$ cat config.mk
export PLATFORM = sky130hd
export DESIGN_NAME = uart_rx_os_flat
export DESIGN_NICKNAME = d
export VERILOG_FILES = /design/src/rtl/uart_pkg.sv /design/src/rtl/uart_rx_os_if.sv /design/src/rtl/uart_baud_tick.sv /design/src/rtl/uart_rx_os.sv /design/src/flat_wrapper.sv
export SDC_FILE = /design/constraint.sdc
export NUM_CORES = 1
export LEC_CHECK = 0
export ABC_AREA = 1
export CORE_UTILIZATION = 30
export DETAILED_ROUTE_END_ITERATION = 12
export PLACE_DENSITY_LB_ADDON = 0.08
export SETUP_SLACK_MARGIN = 0.02
export SLEW_MARGIN = 5
export SYNTH_ARGS = -nofsm -noshare
export SYNTH_HDL_FRONTEND = slang
export SYNTH_SLANG_ARGS = --single-unit
$ cat constraint.sdc
create_clock -name clk -period 2.32 [get_ports clk]
set_input_delay 0.464 -clock clk [delete_from_list [all_inputs] [get_ports clk]]
set_output_delay 0.464 -clock clk [all_outputs]
set_load 0.005 [all_outputs]
$ cat src/rtl/uart_pkg.sv
// Shared UART definitions: receiver state encoding, oversampling constants
// and the majority-vote helper used at mid-bit.
package uart_pkg;

    typedef enum logic [2:0] {
        IDLE,
        START,
        DATA,
        PARITY,
        STOP
    } rx_state_t;

    localparam int OS_RATE   = 16;
    localparam int VOTE_T0   = 7;
    localparam int VOTE_T1   = 8;
    localparam int VOTE_T2   = 9;
    localparam int LAST_TICK = 15;

    function automatic logic maj3(input logic a, input logic b, input logic c);
        return (a & b) | (a & c) | (b & c);
    endfunction

endpackage

$ cat src/rtl/uart_rx_os_if.sv
// Receiver-side bundle: serial line and divisor in, decoded word, strobe
// and status flags out.
interface uart_rx_os_if #(
    parameter int DATA_W = 8,
    parameter int DIV_W  = 11
);
    logic              rx_i;
    logic [DIV_W-1:0]  br_div;
    logic [DATA_W-1:0] dout;
    logic              rx_done;
    logic              parity_err;
    logic              frame_err;
    logic              busy;

    modport slave (
        input  rx_i, br_div,
        output dout, rx_done, parity_err, frame_err, busy
    );

    modport master (
        output rx_i, br_div,
        input  dout, rx_done, parity_err, frame_err, busy
    );
endinterface

$ cat src/rtl/uart_baud_tick.sv
// Oversample tick generator: one tick every br_div+1 clocks, divisor latched
// and phase reset on clear. Shared between the receive and transmit paths.
module uart_baud_tick #(
    parameter int DIV_W = 11
) (
    input  logic             clk,
    input  logic             rst,
    input  logic             clear,
    input  logic [DIV_W-1:0] br_div,
    output logic             tick
);

    logic [DIV_W-1:0] div_q;
    logic [DIV_W-1:0] cnt;

    // Divisor is only captured on clear so a frame keeps one bit period.
    always_ff @(posedge clk or negedge rst) begin
        if (!rst) begin
            div_q <= '0;
            cnt   <= '0;
        end else if (clear) begin
            div_q <= br_div;
            cnt   <= '0;
        end else if (cnt == div_q) begin
            cnt <= '0;
        end else begin
            cnt <= cnt + 1'b1;
        end
    end

    assign tick = (cnt == div_q);

endmodule

$ cat src/rtl/uart_rx_os.sv
// 16x oversampling UART receiver with 3-sample majority vote per bit.
// Define UART_RX_PARITY_EN to add an even-parity bit and drive parity_err.
module uart_rx_os
    import uart_pkg::*;
#(
    parameter int DATA_W = 8,
    parameter int DIV_W  = 11
) (
    input  logic         clk,
    input  logic         rst,
    uart_rx_os_if.slave  bus
);

    localparam int CNT_W = (DATA_W > 1) ? $clog2(DATA_W) : 1;

    logic              sync1;
    logic              sync2;
    logic              line_prev;
    logic              fall;
    logic              tick;
    logic              clear;
    logic              vote;
    logic              at_vote;
    logic              at_end;

    rx_state_t         state;
    logic [3:0]        samp;
    logic [CNT_W-1:0]  bit_cnt;
    logic [DATA_W-1:0] shreg;
    logic [DATA_W-1:0] dout_q;
    logic              v0;
    logic              v1;
    logic              rx_done_q;
    logic              frame_q;
    logic              busy_q;
`ifdef UART_RX_PARITY_EN
    logic              perr_q;
    logic              parity_q;
`endif

    // Edge detector needs the line seen high first, so a held break cannot
    // retrigger a start.
    always_ff @(posedge clk or negedge rst) begin
        if (!rst) begin
            sync1     <= 1'b1;
            sync2     <= 1'b1;
            line_prev <= 1'b1;
        end else begin
            sync1     <= bus.rx_i;
            sync2     <= sync1;
            line_prev <= sync2;
        end
    end

    assign fall  = line_prev & ~sync2;
    assign clear = (state == IDLE) && fall;

    uart_baud_tick #(.DIV_W(DIV_W)) u_tick (
        .clk    (clk),
        .rst    (rst),
        .clear  (clear),
        .br_div (bus.br_div),
        .tick   (tick)
    );

    assign vote    = maj3(v0, v1, sync2);
    assign at_vote = tick && (samp == 4'(VOTE_T2));
    assign at_end  = tick && (samp == 4'(LAST_TICK));

    // Frame FSM; the stop bit is resolved at mid-bit so the next start edge
    // can arrive right at the end of the stop bit.
    always_ff @(posedge clk or negedge rst) begin
        if (!rst) begin
            state     <= IDLE;
            samp      <= '0;
            bit_cnt   <= '0;
            shreg     <= '0;
            v0        <= 1'b1;
            v1        <= 1'b1;
            dout_q    <= '0;
            rx_done_q <= 1'b0;
            frame_q   <= 1'b0;
            busy_q    <= 1'b0;
`ifdef UART_RX_PARITY_EN
            perr_q    <= 1'b0;
            parity_q  <= 1'b0;
`endif
        end else begin
            rx_done_q <= 1'b0;
            if (clear) begin
                samp <= '0;
            end else if (tick) begin
                samp <= samp + 4'd1;
            end
            if (tick && (samp == 4'(VOTE_T0))) begin
                v0 <= sync2;
            end
            if (tick && (samp == 4'(VOTE_T1))) begin
                v1 <= sync2;
            end

            case (state)
                IDLE: begin
                    if (fall) begin
                        state  <= START;
                        busy_q <= 1'b1;
                    end
                end
                START: begin
                    if (at_vote && vote) begin
                        state  <= IDLE;
                        busy_q <= 1'b0;
                    end else if (at_end) begin
                        state   <= DATA;
                        bit_cnt <= '0;
                    end
                end
                DATA: begin
                    if (at_vote) begin
                        shreg <= {vote, shreg[DATA_W-1:1]};
                    end
                    if (at_end) begin
                        if (bit_cnt == CNT_W'(DATA_W - 1)) begin
`ifdef UART_RX_PARITY_EN
                            state <= PARITY;
`else
                            state <= STOP;
`endif
                        end else begin
                            bit_cnt <= bit_cnt + 1'b1;
                        end
                    end
                end
                PARITY: begin
`ifdef UART_RX_PARITY_EN
                    if (at_vote) begin
                        perr_q <= (^shreg) ^ vote;
                    end
                    if (at_end) begin
                        state <= STOP;
                    end
`else
                    state <= IDLE;
`endif
                end
                STOP: begin
                    if (at_vote) begin
                        state     <= IDLE;
                        busy_q    <= 1'b0;
                        rx_done_q <= 1'b1;
                        dout_q    <= shreg;
                        frame_q   <= ~vote;
`ifdef UART_RX_PARITY_EN
                        parity_q  <= perr_q;
`endif
                    end
                end
                default: state <= IDLE;
            endcase
        end
    end

    assign bus.dout      = dout_q;
    assign bus.rx_done   = rx_done_q;
    assign bus.frame_err = frame_q;
    assign bus.busy      = busy_q;
`ifdef UART_RX_PARITY_EN
    assign bus.parity_err = parity_q;
`else
    assign bus.parity_err = 1'b0;
`endif

endmodule

$ cat src/flat_wrapper.sv
// flat-port wrapper written by rule: the top's interface ports become plain ports
module uart_rx_os_flat import uart_pkg::*;
#(
    parameter int DATA_W = 8,
    parameter int DIV_W  = 11
)
  (clk, rst, bus_rx_i, bus_br_div, bus_dout, bus_rx_done, bus_parity_err, bus_frame_err, bus_busy);
  uart_rx_os_if #(.DATA_W(DATA_W), .DIV_W(DIV_W)) bus_i ();
  input  logic clk;
  input  logic rst;
  input wire logic [$bits(bus_i.rx_i)-1:0] bus_rx_i;
  input wire logic [$bits(bus_i.br_div)-1:0] bus_br_div;
  output wire logic [$bits(bus_i.dout)-1:0] bus_dout;
  output wire logic [$bits(bus_i.rx_done)-1:0] bus_rx_done;
  output wire logic [$bits(bus_i.parity_err)-1:0] bus_parity_err;
  output wire logic [$bits(bus_i.frame_err)-1:0] bus_frame_err;
  output wire logic [$bits(bus_i.busy)-1:0] bus_busy;
  assign bus_i.rx_i = bus_rx_i;
  assign bus_i.br_div = bus_br_div;
  assign bus_dout = bus_i.dout;
  assign bus_rx_done = bus_i.rx_done;
  assign bus_parity_err = bus_i.parity_err;
  assign bus_frame_err = bus_i.frame_err;
  assign bus_busy = bus_i.busy;
  uart_rx_os #(.DATA_W(DATA_W), .DIV_W(DIV_W)) u_core (.clk(clk), .rst(rst), .bus(bus_i));
endmodule
[Word-level counts from Yosys, hierarchy flattened]
Index checks and enable logic that the tools add are counted.
Word-level totals
  register bits: 56
  bits of input ports: 14
  output and inout bits: 12
  logic and storage cells: 81
Operators by class
  add/sub/neg operators: 3
  equality and inequality tests: 18
  mux-type cells: 22
  bitwise operators: 8
  reduce and logical (&&, ||, !) cells: 15
Operators by type and width (number)
  2-to-1 mux 3 bit: 10
  2-to-1 mux 11 bit: 2
  equality test 4 bit (second input constant): 3
  inequality test 2 x 1 -> 1 bit (second input constant): 6
  one-hot mux 3 bit (4 select lines): 1
  adder 11 x 1 -> 11 bit (second input constant): 1
  equality test 11 bit: 1
  AND reduction 5 bit: 2
  2-to-1 mux 4 bit: 2
  equality test 3 bit (second input constant): 2
  logical AND 1 bit: 6
  one-hot mux 3 bit (2 select lines): 1
  2-to-1 mux 1 bit: 5
  adder 4 x 1 -> 4 bit (second input constant): 1
  AND 1 bit: 4
  equality test 4 x 3 -> 1 bit (second input constant): 1
  inequality test 2 bit (second input constant): 2
  AND reduction 2 bit: 2
  AND reduction 4 bit: 1
  nonzero test 2 bit: 2
  adder 3 x 1 -> 3 bit (second input constant): 1
  equality test 3 x 1 -> 1 bit (second input constant): 1
  equality test 3 x 2 -> 1 bit (second input constant): 1
  logical NOT 3 bit: 1
  5 further kinds: 7

[Depth between registers and ports, before layout]
  word-level depth: 6
  depth in mapped cells: 13
  gate-level depth less buffers: 13

[Hierarchy]
A second synthesis with hierarchy kept.
Second synthesis, totals
  cell total of the unflattened synthesis: 309
  area, all modules: 2761.4 µm²
By module, submodules not included
  uart_rx_os: instances 1, cells an instance 173, area an instance 1619.1 µm², seq. area each 857.1 µm²
  uart_baud_tick: instances 1, cells an instance 136, area an instance 1142.3 µm², seq. area each 550.5 µm²

[Least setup slack after synthesis]
OpenSTA, ideal clock, no wires.
  path type: reg-to-reg
  from: register u_core.u_tick.cnt[0]
  to: register u_core.u_tick.cnt[10]
  arrival time: 1.421 ns
  path slack: 0.779 ns
  cell stages (with the launch flop): 13
  path buffers: 0
  clock period less this slack: 1.541 ns
  cell sequence: dfrtp_1 > ha_1 > nand2_1 > nor2_1 > inv_1 > nor2_2 > inv_2 > nor3_2 > nand2_1 > nor2_2 > nand2_1 > xor2_1 > nor2_2
On the way
  cells in the longest elaborated chain, start to end: 3
Ends and longest elaborated chain
  from (decl): RTL line uart_baud_tick.sv:14  | logic [DIV_W-1:0] cnt;
  from (signal assigned): RTL line uart_baud_tick.sv:27  | cnt <= cnt + 1'b1;
  adder 11 x 1 -> 11 bit / equality test 11 bit (equally long branches): RTL line uart_baud_tick.sv:27, uart_baud_tick.sv:24
  2-to-1 mux 11 bit *: RTL line uart_baud_tick.sv:24  | end else if (cnt == div_q) begin
  2-to-1 mux 11 bit *: RTL line uart_baud_tick.sv:21  | end else if (clear) begin
Mark *: on every way between the ends. The rest lies on a longest branch, timed or not.
A chain may end at the register's enable or synchronous reset.

[Worst setup path in the final report]
  from: register u_core.sync2
  to: register u_core.busy_q, in the netlist u_core.bus.busy
On the way
  cells in the longest elaborated chain, start to end: 6
Ends and longest elaborated chain
  from (decl): RTL line uart_rx_os.sv:17  | logic sync2;
  from (signal assigned): RTL line uart_rx_os.sv:50  | sync2 <= sync1;
  AND 1 bit: RTL line uart_pkg.sv:20  | return (a & b) | (a & c) | (b & c);
  OR 1 bit (2 in series): RTL line uart_pkg.sv:20
  logical AND 1 bit: RTL line uart_rx_os.sv:110  | if (at_vote && vote) begin
  inequality test 2 x 1 -> 1 bit (no source line)
  AND reduction 4 bit (no source line) *
  to (signal assigned): RTL line uart_rx_os.sv:106  | busy_q <= 1'b1;
  to (signal assigned): RTL line uart_rx_os.sv:112  | busy_q <= 1'b0;
  to (signal assigned): RTL line uart_rx_os.sv:149  | busy_q <= 1'b0;
  to (decl): RTL line uart_rx_os.sv:35  | logic busy_q;
Marks and branches as above.

==> metrics.md <==
| Metric | Value |
|---|---|
| Dpl cell area | ~3000 µm² |
| Netlist cell types | 36 |
| # diodes | 0 |
| Buffers added on ports | 24 |
| Yosys warns | 0 |
| CTS H-tree depth | 2 |
| DR DRC count | 0 |
| Largest cells by area after synthesis | dfrtp_1 48%, nand2_1 9.1%, o21ai_2 5.2% |
| Leak | ~1.4 nW |
| CP max stage delay | 590 ps |
| Detail Placement HPWL | ~3500 µm |
| Final setup fails | 0 |
| Post-CTS setup buffers | 0 |
| Most common cell in the netlist | nand2_1 |
| Dominant synthesized flop cell | dfrtp_1 |
| Most frequent CP cell | o21ai_0 |
| Yosys reg bits | 56 |
| Reg-to-reg critical path endpoint | u_core.bus.busy |
| Mean area per synthesized cell | approximately 9 µm² |
| Clock Latency Late Sink | 300 ps |
| Avg WL per Cell | 11.6 µm |
| Final GP Congestion | slightly above 0.7 |
| Required @ worst endpoint | between 2000 and 3000 ps |
| Max-slew headroom | 0.613 |
| Drt initial violations | between 40 and 50 |
| Worst r2r src | u_core.sync2 |
| Post-cts gate resize count | 0 |
| Final Max Tran Viols | 0 |
| Worst path cell trace | inv_1, o21ai_0, nand4_1, nand2_1, o21ai_0, o21ai_0, nand2_1 |
| GRT Residual Overflow | 0 |
| CTS Sinks | 56 |
| Worst Reg-to-Reg Cells | 7 |
| Final period utilization | 0.767 |
| Worst path arrival time | ~2000 ps |
| Worst-Margin Slew | 576 ps |
| Clock Tree Buf Depth | 2 |
| Top-Level Pins | 26 |
| Final Cell Area | roughly 3100 µm² |
| FILL cells | 938 |
| Routed wire length | just under 5000 µm |
| Root Driver | clkbuf_8 |
| Area Overhead vs Synth | 16.7% |
| Crit-path leading delay family | compound AO/OA/AOI/OAI gates |
| Die area | just over 9000 µm² |
| Initial antenna violation count | 0 |
| Synth area leader | dfrtp_1 |
| Worst reg-to-reg setup slack | 540 ps |
| Share of layout cells above drive strength 1 | 0.189 |
| Setup TNS Final | 0 ps |
| DRT Pass-1 Iters | 4 |
| Row cnt | 34 |
| Synth Cell Area | about 2700 µm² |
| Post-synth net total | 310 |
| Core ar. | about 8700 µm² |
| Initial Util | 0.309 |
| Worst hold slack | approximately 150 ps |
| Layout Nets | around 340 |
| Share of the synthesized area in the top cell type | 0.476 |
| F_max | around 560 MHz |
| Critical-path top delay cell | dfstp_2 |
| ANT nets after route | 0 |
| Cells after synthesis | 290 |
| Outcome | completed |
| Worst-path fanout max | 5 |
| Top post-synthesis cells by count | 65 x nand2_1, 51 x dfrtp_1, 33 x inv_1 |
| Power Dens Cells | about 750 nW/µm² |
| Cts bufs inserted | 5 |
| Number of flops mapped to enable cells by yosys | 0 |
| Setup CP Type | flip-flop to flip-flop |
| Die Y | 96.6 µm |
| Hold Violations, Final | 0 |
| Max rail drop VDD | 0.460 mV |
| Vias post-DR | roughly 1900 |
| RSZ-0062 raised after global routing | no |
| Die X | about 97 µm |
| Tmin final | between 1500 and 2000 ps |
| Vias per cell | ~4.4 |
| Max-cap viol count | 0 |
| Global-route wire length before repair | 8540 µm |
| Tot GR Track Use | 0.120 |
| Worst hold path type | input pin to async pin |
| Largest net degree at the start of global routing | between 50 and 60 |
| Setup WS pre-CTS | 520 ps |
| Hold Buf Count CTS | 0 |
| CTS tree | built |
| Clock Skew | around 6.6 ps |
| Crit path capture type | flip-flop |
| Crit path buf inv count | 1 |
| Startpoint type of the worst setup path | flip-flop |
| Clock transition at path regs | approximately 90 ps |
| Final Util | 0.361 |
| Vias in the first global route | ~1800 |
| Sequential share of the synthesized area | 0.525 |
| Fin worst setup slack | roughly 540 ps |
| Post-synth ARST share | 1.00 |
==> worst max path at each step <==
stage          depth (start not counted)                    end            startpoint  slack (ps)
4_1_cts                                7        u_core.bus.busy          u_core.sync2         490
5_1_grt                               12  u_core.u_tick.cnt[10]  u_core.u_tick.cnt[1]         360
6_report                               7        u_core.bus.busy          u_core.sync2         540
3_5_place_dp                           7        u_core.bus.busy          u_core.sync2         520
3_3_place_gp                           7        u_core.bus.busy          u_core.sync2         480
2_1_floorplan                         12  u_core.u_tick.cnt[10]  u_core.u_tick.cnt[0]         780
==> power breakdown <==
part / leakage, nW / total [mW] / internal, mW / switching (mW)
sequential: 0.717 / 1.27 / 1.14 / 0.134
clock: 0.0445 / 0.554 / 0.244 / 0.310
combinational: 0.682 / 0.531 / 0.247 / 0.284
total: 1.44 / 2.35 / 1.63 / 0.728
==> layout make-up <==
class	instances	area [µm²]	area share
clock buffers	7	86.3	0.0276
inverters	40	156	0.0500
flip-flops and latches	56	1410	0.450
well taps	108	135	0.0432
clock inverters	1	7.51	0.00240
multi-input cells	188	1070	0.343
repair buffers	26	263	0.0839
==> cell usage in the layout, fill, tap and decap left out <==
cell              n
nand2_2           4
nand3_1           8
nand3_2           1
inv_1            33
and3_1            1
ha_1              6
or2_2             1
clkinv_2          1
nor2_2            4
buf_12            1
nor3b_1           1
clkinv_4          1
mux2_2            6
o21ai_0          10
nor3_1            7
o21ai_1           2
buf_4             1
buf_2             1
a31oi_1           2
nand2_1          65
nand2_4           2
nor3_2            2
o211ai_4          1
xor2_1            2
nor4_1            1
clkdlybuf4s50_1  23
clkbuf_1          1
dfstp_2           5
dfrtp_1          51
conb_1            1
nand4_1           6
nor2_4            1
o21ai_2          16
a21oi_1          10
nor2_1           23
clkinvlp_4        1
xnor2_1           5
clkbuf_8          6
inv_2             5
==> registers in the layout, indices dropped and copies added (netlist names), 3 cells and up <==
register             cells
u_core.u_tick.cnt       11
u_core.u_tick.div_q     11
u_core.bus.dout          8
u_core.shreg             8
u_core.samp              4
u_core.bit_cnt           3
u_core.state             3
==> logic make-up after synthesis <==
group	after synthesis	share of synthesized area
compound gates	41	0.106
xor+xnor	7	0.0229
fa+ha+maj	6	0.0280
buf+inv	46	0.0746
flops	56	0.525
mux	6	0.0252
other cells	1	0.00140
simple gates	127	0.217
==> through the flow <==
stage	total power [mW]	std cells
after floorplan	1.66	290
after global placement	1.83	418
after detailed placement	1.83	418
after CTS	2.41	426
after global routing	2.54	426
final	2.35	426
==> metal layers <==
layer,up-vias,routed length [µm],track usage
li1,973,-,-
met1,862,2490,0.166
met2,26,2270,0.191
met3,5,141,0.0282
met4,0,52,0.0257
met5,-,0,0
==> worst reg2reg max path, delay by kind of cell (launching register included) <==
| family | cells | cell delay (ps) |
|---|---|---|
| AO/OA/AOI/OAI | 3 | 630 |
| buffers and inverters | 1 | 70 |
| flip-flops | 1 | 590 |
| AND/OR/NAND/NOR | 3 | 380 |
Power figures use the tool's default switching activity.
==> edit 1: new RTL, same settings <==
`DATA_W` is set to 8 in 3 places; all go to 32.
--- a/src/rtl/uart_rx_os_if.sv
+++ b/src/rtl/uart_rx_os_if.sv
@@ -1,7 +1,7 @@
 // Receiver-side bundle: serial line and divisor in, decoded word, strobe
 // and status flags out.
 interface uart_rx_os_if #(
-    parameter int DATA_W = 8,
+    parameter int DATA_W = 32,
     parameter int DIV_W  = 11
 );
     logic              rx_i;
--- a/src/rtl/uart_rx_os.sv
+++ b/src/rtl/uart_rx_os.sv
@@ -3,7 +3,7 @@
 module uart_rx_os
     import uart_pkg::*;
 #(
-    parameter int DATA_W = 8,
+    parameter int DATA_W = 32,
     parameter int DIV_W  = 11
 ) (
     input  logic         clk,
--- a/src/flat_wrapper.sv
+++ b/src/flat_wrapper.sv
@@ -1,7 +1,7 @@
 // flat-port wrapper written by rule: the top's interface ports become plain ports
 module uart_rx_os_flat import uart_pkg::*;
 #(
-    parameter int DATA_W = 8,
+    parameter int DATA_W = 32,
     parameter int DIV_W  = 11
 )
   (clk, rst, bus_rx_i, bus_br_div, bus_dout, bus_rx_done, bus_parity_err, bus_frame_err, bus_busy);
Interface: changed (resized bus_dout); port bits go from 26 to 50. The function was not compared with the original's and may differ.
==> edit 1 against the unedited design <==
Sequential cell count grew 50; sequential power up 72%; cell area up 80%; highest routed layer unchanged; critical path depth increased by 2; wire length up 79%; utilization is 0.94 points higher; first-iteration DRC count grew to 3.8 times the old value; area after synthesis rose by 74%; power increased by 96%; global-route usage barely moved; largest cell class unchanged; worst setup slack worse by 0.12 ns; hold slack got worse by 0.11 ns.
==> edit 1: results (changes against the unedited design) <==
- Run status: finished, final reports clean
- Iteration-0 DRC count of the detailed router: 167 (+280%)
- Reg2Reg Capture Point: u_core.shreg[15]$_DFFE_PN0P_
- Post-DP Area: 0.00531 mm² (+75%)
- Root Buffer: clkbuf_16
- Number of diodes: 0 (unchanged)
- Seq/Total Area, Yosys: 56.9% (+4.5 points)
- CP max stage cell: dfrtp_1
- Port Buffers: 48 (+100%)
- DP Wirelength: 6150 µm (+76%)
- Synth cell types: 35 (-2.8%)
- Peak VDD IR: 335 µV (-27%)
- Placer Congestion: 0.776 (+7.5%)
- Vias per cell: 4.40 (+0.35%)
- Depth of the CTS H-tree: 3 (+1)
- Layout cells sized above 1: 12.8% (-6.1 points)
- Worst-Skew Late Latency: 0.35 ns (+0.05 ns)
- Max-slew headroom: 58.9% (-2.4 points)
- Top cells by area, synth: dfrtp_1 54%, nand2_1 11%, inv_1 4.8%
- First-pass GRT wire length: 15300 µm (+79%)
- Filler cell count in the final layout: 1557 (+66%)
- Total track usage: 12.0% (about the same)
- Layout Nets: 570 (+69%)
- Syn_nets: 520 (+68%)
- Post-CTS sizing: 0 (unchanged)
- Crit-path max cell delay: 0.45 ns (-0.14 ns)
- Leak: 0.00247 µW (+71%)
- Critical path's top delay family: simple AND/OR/NAND/NOR gates
- P_sw: 1330 µW (+83%)
- Post-CTS setup buffers: 0 (unchanged)
- FF-to-FF path depth: 9 (+2)
- RR Startpoint: u_core.u_tick.cnt[2]$_DFF_PN0_
- Num CTS Buffers: 9 (+4)
- Async SR Flop Fraction: 100% (unchanged)
- Largest net degree at the start of global routing: 67 (+18%)
- Syn. warnings: 0 (unchanged)
- Initial antenna violation count: 0 (unchanged)
- Worst path arrival time: 2.10 ns (+0.14 ns)
- Critical path peak fanout: 64 (+59)
- Vias in the first global route: 3250 (+80%)
- First drt pass iteration count: 4 (unchanged)
- Register clock-pin slew on the reported worst setup and hold paths: 0.07 ns (-0.02 ns)
- Commonest cells in the synthesized netlist: 132 x nand2_1, 101 x dfrtp_1, 60 x inv_1, 44 x o21ai_1, 30 x nor2_1
- DP Worst Slack: 0.422 ns (-0.0979 ns)
- Max clock buf depth: 2 (unchanged)
- Final clock skew: 0.0109 ns (+0.00436 ns)
- Routed WL: 8870 µm (+79%)
- Hold/Removal Path Class: input pin to async pin
[edit 1: cell types whose count changed in the layout (fill, tap and decap cells not counted), moves of 6 or more]
cell and delta:
nand2_1 +67, dfrtp_1 +50, o21ai_1 +42, clkbuf_16 +9
nor2_1 +7, buf_4 +6, clkdlybuf4s50_1 +24, nand2_2 +8
mux2_2 -6, inv_1 +27
[edit 1: final cells by class]
| class | instances | area [µm²] | share of cell area (%) |
|---|---|---|---|
| Multi-Input combinational cell | 314 | 1610 | 28.6 |
| Clock inverter | 3 | 46.3 | 0.823 |
| Timing Repair Buffer | 56 | 563 | 10.0 |
| Clock buffer | 13 | 270 | 4.80 |
| Sequential cell | 106 | 2660 | 47.3 |
| Tap cell | 188 | 235 | 4.18 |
| Inverter | 63 | 241 | 4.29 |
[edit 1: cells by family after synthesis]
group	count (synthesis)	share of synthesized area, %
simple gates	211	20.2
other cells	1	0.0803
fa+ha+maj	6	1.61
buf+inv	80	8.55
compound gates	90	11.5
flops	106	56.9
xor+xnor	6	1.13
[edit 1: layer usage]
metal	GRT usage, %	wire (µm)
met4	3.99	113
met5	0	0
met1	15.5	4410
met2	19.3	4010
met3	3.54	330
[edit 1: worst reg2reg max path, delay by kind of cell, from the launching register on]
family,cells,cell delay [ns]
simple gates,5,0.61
flops,1,0.45
buf+inv,2,0.42
xor+xnor,1,0.19
compound gates,1,0.08
[edit 1: power groups by stage]
stage / combinational [µW] / clock, µW / sequential, µW
final: 821 / 1600 / 2180
after global routing: 960 / 1740 / 2210
after CTS: 837 / 1670 / 2190
after detailed placement: 836 / 0 / 2220
after global placement: 830 / 0 / 2220
after floorplan: 598 / 0 / 2180
[edit 1: stage by stage]
step	std cells	hold WS, ns
2_1_floorplan	500	0.168
3_3_place_gp	727	0.353
3_5_place_dp	727	0.354
4_1_cts	743	0.0459
5_1_grt	743	0.0590
6_report	743	0.0411
[edit 1: worst max path at each step]
stage	from	endpoint	slack, ns	depth (start not counted)
2_1_floorplan	u_core.u_tick.cnt[2]$_DFF_PN0_	u_core.bus.dout[22]$_DFFE_PN0P_	0.72	10
3_3_place_gp	u_core.u_tick.cnt[2]$_DFF_PN0_	u_core.shreg[21]$_DFFE_PN0P_	0.47	9
3_5_place_dp	u_core.u_tick.cnt[2]$_DFF_PN0_	u_core.shreg[15]$_DFFE_PN0P_	0.42	9
4_1_cts	u_core.u_tick.cnt[2]$_DFF_PN0_	u_core.shreg[15]$_DFFE_PN0P_	0.41	9
5_1_grt	u_core.u_tick.cnt[2]$_DFF_PN0_	u_core.shreg[30]$_DFFE_PN0P_	0.17	9
6_report	u_core.u_tick.cnt[2]$_DFF_PN0_	u_core.shreg[15]$_DFFE_PN0P_	0.42	9
==> edit 2: new RTL, config.mk and constraints unchanged <==
Without the edit above. Encoding of `rx_state_t`: now one-hot (5 bits for 5 states).
--- a/src/rtl/uart_pkg.sv
+++ b/src/rtl/uart_pkg.sv
@@ -2,12 +2,12 @@
 // and the majority-vote helper used at mid-bit.
 package uart_pkg;
 
-    typedef enum logic [2:0] {
-        IDLE,
-        START,
-        DATA,
-        PARITY,
-        STOP
+    typedef enum logic [4:0] {
+        IDLE   = 5'b00001,
+        START  = 5'b00010,
+        DATA   = 5'b00100,
+        PARITY = 5'b01000,
+        STOP   = 5'b10000
     } rx_state_t;
 
     localparam int OS_RATE   = 16;
Function: no difference found for any inputs over 10 cycles, from zero or initial values and one cycle with rst low; not proved beyond that.
==> edit 2 against the unedited design <==
Sequential cell count rose by 1; global-route usage up 0.80 points; worst setup slack improved by 0.037 ns; non-clock buffer count unchanged; area after synthesis is 1.7% higher; wire length rose by 5.4%; cell area is 5.0% higher; power increased by 25%; critical path type unchanged; largest cell class unchanged.
==> edit 2: results (changes against the unedited design) <==
- Largest net degree at the start of global routing: 39 (-32%)
- Iteration-0 DRC count of the detailed router: 88 (+100%)
- Depth of the CTS H-tree: 3 (+1)
- Final clock skew: 0.0113 ns (+0.00475 ns)
- Num CTS Buffers: 9 (+4)
- Cells after DPL: 439 (+5.0%)
- Worst R2R Setup Slack: 0.58 ns (+0.04 ns)
- M2 GR Usage: 18.0% (-1.1 points)
- Synth cell types: 32 (-11%)
- Pwr/cell area: 893 mW/mm² (+19%)
- Syn_nets: 331 (+6.8%)
- First-pass GRT wire length: 9460 µm (+11%)
- Routed WL: 5210 µm (+5.4%)
- Critical path's top delay family: simple AND/OR/NAND/NOR gates
- Syn_area_per_cell: 8.77 µm² (-5.1%)
- Leak: 0.00158 µW (+9.5%)
- Fin cells: 455 (+6.8%)
- WHS: 0.101 ns (-0.0504 ns)
- Seq/Total Area, Yosys: 52.5% (+0.073 points)
- Peak VDD IR: 388 µV (-16%)
- Vias per cell: 4.36 (-0.35%)
- Async SR Flop Fraction: 100% (unchanged)
- Placer Congestion: 0.766 (+6.1%)
- Worst-Skew Late Latency: 0.34 ns (+0.04 ns)
- Post-DP Area: 0.00309 mm² (+1.6%)
- Run status: finished, final reports clean
- Top cells by area, synth: dfrtp_1 47%, nand2_1 9.9%, inv_1 6.5%
- Register clock-pin slew on the reported worst setup and hold paths: 0.06 ns (-0.03 ns)
- GRT met1 Usage: 17.8% (+1.2 points)
- Period utilization: 75.1% (-1.6 points)
- Clock share of power: 31.8% (+8.3 points)
- CP max stage cell: dfrtp_1
- Sequential Power: 1330 µW (+5%)
- Vias in the first global route: 1985 (+10%)
- Commonest cells in the synthesized netlist: 72 x nand2_1, 51 x dfrtp_1, 47 x inv_1, 31 x nor2_1, 17 x o21ai_0
- DP Worst Slack: 0.515 ns (-0.00511 ns)
- Slew @ Worst Pin: 0.597 ns (+0.0205 ns)
- Number of diodes: 0 (unchanged)
- Layout Nets: 362 (+7.4%)
- Filler cell count in the final layout: 925 (-1.4%)
- Layout cells sized above 1: 13.5% (-5.3 points)
- Post-CTS setup buffers: 0 (unchanged)
- Total track usage: 12.8% (+0.80 points)
- Grt met3 use: 4.24% (+1.4 points)
- Syn. warnings: 0 (unchanged)
- First drt pass iteration count: 4 (unchanged)
- DP Wirelength: 3730 µm (+6.6%)
edit 2: cell types whose count changed in the layout (fill, tap and decap cells not counted), sizes merged, moves of 3 or more:
cell    delta
clkbuf     +6
nand4      -3
nor2       +6
nand3      +8
nand2      +4
inv       +11
edit 2: final cells by class:
cell class,count,area (µm²),area share (%)
Multi-Input combinational cell,199,1070,32.6
Clock inverter,3,40.0,1.22
Sequential cell,57,1430,43.6
Tap cell,108,135,4.11
Timing Repair Buffer,26,263,8.00
Clock buffer,13,159,4.84
Inverter,49,184,5.60
edit 2: metal layers:
metal | vias to the layer above | routed length, µm | part of all wire, %
met5 | - | 0 | 0
met2 | 24 | 2160 | 41
met3 | 9 | 157 | 3.0
met1 | 918 | 2800 | 54
met4 | 0 | 92 | 1.8
li1 | 1035 | - | -
edit 2: worst paths after layout:
path / to / from / cells after the start
setup reg to reg: u_core.bit_cnt[0]$_DFFE_PN0P_ / u_core.u_tick.cnt[4]$_DFF_PN0_ / 8
min in group clk: u_core.sync2$_DFF_PN1_ / u_core.sync1$_DFF_PN1_ / 0
hold / removal: u_core.u_tick.cnt[6]$_DFF_PN0_ / rst / 1
hold reg to reg: u_core.sync2$_DFF_PN1_ / u_core.sync1$_DFF_PN1_ / 0
max in group asynchronous: u_core.line_prev$_DFF_PN1_ / rst / 2
setup / recovery: u_core.bit_cnt[0]$_DFFE_PN0P_ / u_core.u_tick.cnt[4]$_DFF_PN0_ / 8
edit 2: logic make-up after synthesis:
family	count (synthesis)	synth area share (%)
adder cells (fa/ha/maj)	6	2.75
buffers and inverters	55	8.21
other	1	0.137
multiplexers	6	2.48
XOR/XNOR	7	2.25
flip-flops	57	52.5
AND/OR/NAND/NOR	140	23.3
AO/OA/AOI/OAI	39	8.30
